`src/rtl/adder_bist_pkg.sv`:
```
// adder_bist shared definitions.
// FSM encoding and default sizing.
package adder_bist_pkg;

  localparam int DEF_WIDTH   = 4;
  localparam int DEF_LATENCY = 1;
  localparam int DEF_ERR_W   = 16;

  typedef enum logic [1:0] {
    S_IDLE  = 2'd0,
    S_DRIVE = 2'd1,
    S_FLUSH = 2'd2,
    S_DONE  = 2'd3
  } state_t;

endpackage

```
`src/rtl/adder_bist_pipe.sv`:
```
// adder_bist golden delay line.
// LATENCY-deep shift of {valid, A, B, exp_ovf, exp_sum}.
module adder_bist_pipe
  import adder_bist_pkg::*;
#(
  parameter int WIDTH   = DEF_WIDTH,
  parameter int LATENCY = DEF_LATENCY
) (
  input  logic             clk,
  input  logic             rst_n,
  input  logic             push,
  input  logic [WIDTH-1:0] a,
  input  logic [WIDTH-1:0] b,
  input  logic             ovf,
  input  logic [WIDTH-1:0] sum,
  output logic             v_q,
  output logic [WIDTH-1:0] a_q,
  output logic [WIDTH-1:0] b_q,
  output logic             ovf_q,
  output logic [WIDTH-1:0] sum_q
);

  localparam int PW = 3 * WIDTH + 2;

  logic [PW-1:0] q [LATENCY];

  always_ff @(posedge clk or negedge rst_n) begin
    if (!rst_n) begin
      for (int i = 0; i < LATENCY; i++)
        q[i] <= '0;
    end else begin
      q[0] <= {push, a, b, ovf, sum};
      for (int i = 1; i < LATENCY; i++)
        q[i] <= q[i-1];
    end
  end

  assign {v_q, a_q, b_q, ovf_q, sum_q} = q[LATENCY-1];

endmodule

```
`src/rtl/adder_bist.sv`:
```
// adder_bist: exhaustive stimulus/check engine
// for a registered WIDTH-bit adder.
module adder_bist
  import adder_bist_pkg::*;
#(
  parameter int WIDTH   = DEF_WIDTH,
  parameter int LATENCY = DEF_LATENCY,
  parameter int ERR_W   = DEF_ERR_W
) (
  input  logic             Clk,
  input  logic             Rst_n,
  input  logic             Start,
  output logic [WIDTH-1:0] A_out,
  output logic [WIDTH-1:0] B_out,
  output logic             En_out,
  input  logic [WIDTH-1:0] Sum_in,
  input  logic             Overflow_in,
  output logic             Busy,
  output logic             Done,
  output logic             Pass,
  output logic [ERR_W-1:0] Err_cnt,
  output logic [WIDTH-1:0] Fail_A,
  output logic [WIDTH-1:0] Fail_B
);

  localparam int IW = 2 * WIDTH + 1;
  localparam int FW = $clog2(LATENCY + 1) + 1;

  state_t          state;
  logic [IW-1:0]   idx;
  logic [FW-1:0]   fcnt;
  logic [WIDTH:0]  gold;

  logic             p_v;
  logic [WIDTH-1:0] p_a;
  logic [WIDTH-1:0] p_b;
  logic             p_ovf;
  logic [WIDTH-1:0] p_sum;
  logic             mism;
  logic             sat;

  assign gold = {1'b0, A_out} + {1'b0, B_out};

  adder_bist_pipe #(
    .WIDTH  (WIDTH),
    .LATENCY(LATENCY)
  ) u_pipe (
    .clk  (Clk),
    .rst_n(Rst_n),
    .push (En_out),
    .a    (A_out),
    .b    (B_out),
    .ovf  (gold[WIDTH]),
    .sum  (gold[WIDTH-1:0]),
    .v_q  (p_v),
    .a_q  (p_a),
    .b_q  (p_b),
    .ovf_q(p_ovf),
    .sum_q(p_sum)
  );

  assign mism = p_v &&
    ({Overflow_in, Sum_in} != {p_ovf, p_sum});
  assign sat  = &Err_cnt;

  always_ff @(posedge Clk or negedge Rst_n) begin
    if (!Rst_n) begin
      state   <= S_IDLE;
      idx     <= '0;
      fcnt    <= '0;
      A_out   <= '0;
      B_out   <= '0;
      En_out  <= 1'b0;
      Busy    <= 1'b0;
      Done    <= 1'b0;
      Pass    <= 1'b0;
      Err_cnt <= '0;
      Fail_A  <= '0;
      Fail_B  <= '0;
    end else begin
      // Err_cnt is still zero only before the first miss
      if (mism) begin
        if (!sat)
          Err_cnt <= Err_cnt + 1'b1;
        if (Err_cnt == '0) begin
          Fail_A <= p_a;
          Fail_B <= p_b;
        end
      end
      unique case (state)
        S_IDLE, S_DONE: begin
          if (Start) begin
            state          <= S_DRIVE;
            {A_out, B_out} <= '0;
            idx            <= IW'(1);
            En_out         <= 1'b1;
            Busy           <= 1'b1;
            Done           <= 1'b0;
            Pass           <= 1'b0;
            Err_cnt        <= '0;
            Fail_A         <= '0;
            Fail_B         <= '0;
          end
        end
        S_DRIVE: begin
          if (idx[IW-1]) begin
            state  <= S_FLUSH;
            En_out <= 1'b0;
            fcnt   <= '0;
          end else begin
            {A_out, B_out} <= idx[IW-2:0];
            idx            <= idx + 1'b1;
          end
        end
        S_FLUSH: begin
          // one extra edge lets the last compare land in Err_cnt
          if (fcnt == FW'(LATENCY)) begin
            state <= S_DONE;
            Busy  <= 1'b0;
            Done  <= 1'b1;
            Pass  <= (Err_cnt == '0);
          end else begin
            fcnt <= fcnt + 1'b1;
          end
        end
        default: ;
      endcase
    end
  end

endmodule

```
`config.mk`:
```
export PLATFORM = sky130hd
export DESIGN_NAME = adder_bist
export DESIGN_NICKNAME = d
export VERILOG_FILES = /design/src/rtl/adder_bist_pkg.sv /design/src/rtl/adder_bist_pipe.sv /design/src/rtl/adder_bist.sv
export SDC_FILE = /design/constraint.sdc
export NUM_CORES = 1
export LEC_CHECK = 0
export ABC_AREA = 1
export CORE_ASPECT_RATIO = 0.6
export CORE_MARGIN = 4
export CORE_UTILIZATION = 60
export CTS_CLUSTER_DIAMETER = 200
export CTS_CLUSTER_SIZE = 20
export DETAILED_ROUTE_END_ITERATION = 7
export GPL_ROUTABILITY_DRIVEN = 0
export GPL_TIMING_DRIVEN = 0
export HOLD_SLACK_MARGIN = 0.03
export PLACE_DENSITY = 0.89
export SYNTH_ARGS = -nofsm -noshare
export SYNTH_HDL_FRONTEND = slang
export SYNTH_SLANG_ARGS = --single-unit
```
`constraint.sdc`:
```
create_clock -name Clk -period 4.8 [get_ports Clk]
set_input_delay 0.72 -clock Clk [delete_from_list [all_inputs] [get_ports Clk]]
set_output_delay 0.72 -clock Clk [all_outputs]
set_load 0.02 [all_outputs]
```
==> flow_metrics.tcl <==
set metrics [dict create \
    ioPinCount 44 \
    syn_area_per_cell_um2 7.835 \
    wl_met3_um 809 \
    cp.buffers_inverters 1 \
    period_minus_slack_ns 2.329 \
    design_area_um2 4222 \
    vias 3099 \
    finalSetupViolations 0 \
    hold_viol 0 \
    slowest_delay_ns 0.68 \
    netlist_instances 447 \
    die_area_um2 7163 \
    netlist_area_um2 3502 \
    crit_family "buffers and inverters" \
    clkSinkCount 63 \
    final_cell_mix "nand2_1 (121), inv_1 (74), dfrtp_1 (63)" \
    dr.pass1.iters 7 \
    htreeDepth 3 \
    cts_hold_buffers 0 \
    grt_max_degree 39 \
    critical_path_depth 1 \
    port_buffers 43 \
    layout-drive-gt1-share_pct 10.85 \
    regToRegStartpoint "state[0]" \
    start_util_pct 62.28 \
    diodes 0 \
    run_status "completed" \
    hpwl_um 6471 \
    synth-edff-count 0 \
    cts-root-buf "clkbuf_8" \
    wl_um 8544 \
    crit_path_end_kind "output port" \
    peakVddDrop_mv 0.2915 \
    drv_cap 0 \
    finClkSkew_ns 0.01233 \
    slew_viol_final 0 \
    ff2ff_setup_slack_ns 2.66 \
    fmax_mhz 429.5 \
    r2r_cells 10 \
    grt_pass1_wl_um 14350 \
    place_area_um2 4048 \
    ys_ff_latch 63 \
    arrival_ns 1.61 \
    grt_util_all_layers_pct 26.40 \
    startpoint "Err_cnt[2]" \
    die_h_um 67.18 \
    crit_path_cell_trace "clkdlybuf4s50_1" \
    area_delta_synth_final_pct 20.54 \
    clockBufferDepth 2 \
    stdcell_count 587 \
    async_reset_ff_share_pct 100.0 \
    die_w_um 106.6 \
    ys_seq_area_share_pct 45.02 \
    hp-class "in -> async" \
    fin_crit_sh_pct 48.51 \
    grt_overflow 0 \
    worst_hold_slack_ns 0.3803 \
    postCtsSetupBuffers 0 \
    fin_tns_setup_ns 0 \
    drt-initial-drc-count 218 \
    worst_pin_slew_ns 0.6201 \
    antenna_found_initial 0 \
    cts_buffers 9 \
    crit_end "Err_cnt[2]" \
    insertion_delay_ns 0.35 \
    rsz0062_at_grt "false" \
    fin_util_pct 75.08 \
    core-area_um2 5623 \
    ys_warn_count 0 \
    dp_cells 571 \
    worstSetupPathType "reg -> out" \
    drc 0 \
    cp.required_ns 4.08 \
    cts_resized 0 \
    yosys.cell_types.count 38 \
    layout_commonest_cell "nand2_1" \
    synth.net_count 467 \
    rows 21 \
    pre_cts_ws_ns 2.391 \
    grt_pass1_vias 2995 \
    start_kind "register" \
    dominantRegCellSynth "dfrtp_1" \
    slowest_stage "clkdlybuf4s50_1" \
    wl_met1_um 4077 \
    clk_pin_slew_ns 0.07 \
    nNetsFinal 522 \
    route.met2.wl_um 3578 \
    wire_per_inst_um 14.56 \
    p_leak_nw 2.102 \
    fin_ws_ns 2.471 \
    top_layer "met4" \
    p_total_mw 2.293 \
    postRouteAntennaNets 0 \
    cts_tree "yes" \
    routed_via_density 5.279 \
    rr_endpoint "idx[7]" \
    slew_headroom_pct 58.66 \
    critPathMaxFanout 7 \
    power_density_nw_per_um2 543.1 \
]
-- sequential cells by signal, indices dropped and copies added, names as in the netlist --
signal and cells:
Err_cnt 16, u_pipe.q 14, idx 9, A_out 4, B_out 4, Fail_A 4
Fail_B 4, fcnt 2, state 2, Busy 1, Done 1, En_out 1
Pass 1
-- report_power, final --
group / total [mW] / internal (mW) / switching, mW / leakage (nW)
Combinational: 1.08 / 0.401 / 0.678 / 1.18
Clock: 0.402 / 0.186 / 0.216 / 0.0812
Sequential: 0.812 / 0.672 / 0.139 / 0.839
Total: 2.29 / 1.26 / 1.03 / 2.10
-- synth_stat cells, drive strengths merged, types with 2 or more instances --
library cell	number	share of area [%]
a21oi	15	2.3
o21ai	33	4.9
buf	6	1.4
o21a	3	0.64
nor2	42	6.0
dfrtp	63	45
ha	11	3.9
nand2	128	14
nor3	7	1.1
xnor2	2	0.50
inv	81	8.7
nand3	29	5.4
nand4	8	1.4
xor2	8	2.0
-- worst min path at each step --
stage                       from           end  slack, ns
final                      Rst_n   Err_cnt[10]       0.38
after detailed placement  En_out  u_pipe.q[13]       0.40
after floorplan            Rst_n      A_out[0]       0.42
after global placement    En_out  u_pipe.q[13]       0.41
after global routing       Rst_n   Err_cnt[10]       0.41
after CTS                  Rst_n   Err_cnt[10]       0.39
-- cells by family (layout without fill, tap and decap cells) --
kind of cell    Yosys count  count (layout)  share of synthesized area (%)
compound gates           57              57                          9.218
xor+xnor                 10              10                          2.501
fa+ha+maj                12              12                          4.502
buf+inv                  89             149                          10.25
flops                    63              63                          45.02
simple gates            216             216                          28.51
-- cell type report --
type / instances / area [um^2]
plain buffers: 7 / 51.30
multi-input cells: 295 / 1567
clock buffers: 9 / 123.9
repair buffers: 44 / 445.4
well taps: 80 / 100.1
clock inverters: 7 / 50.05
fillers: 451 / 1401
inverters: 82 / 307.8
flip-flops and latches: 63 / 1577
-- metal layers --
metal	vias to the layer above	global-route usage (%)
met4	0	8.134
met2	142	39.58
li1	1508	-
met3	7	6.781
met1	1442	38.04
met5	-	0
Power figures use the tool's default switching activity.
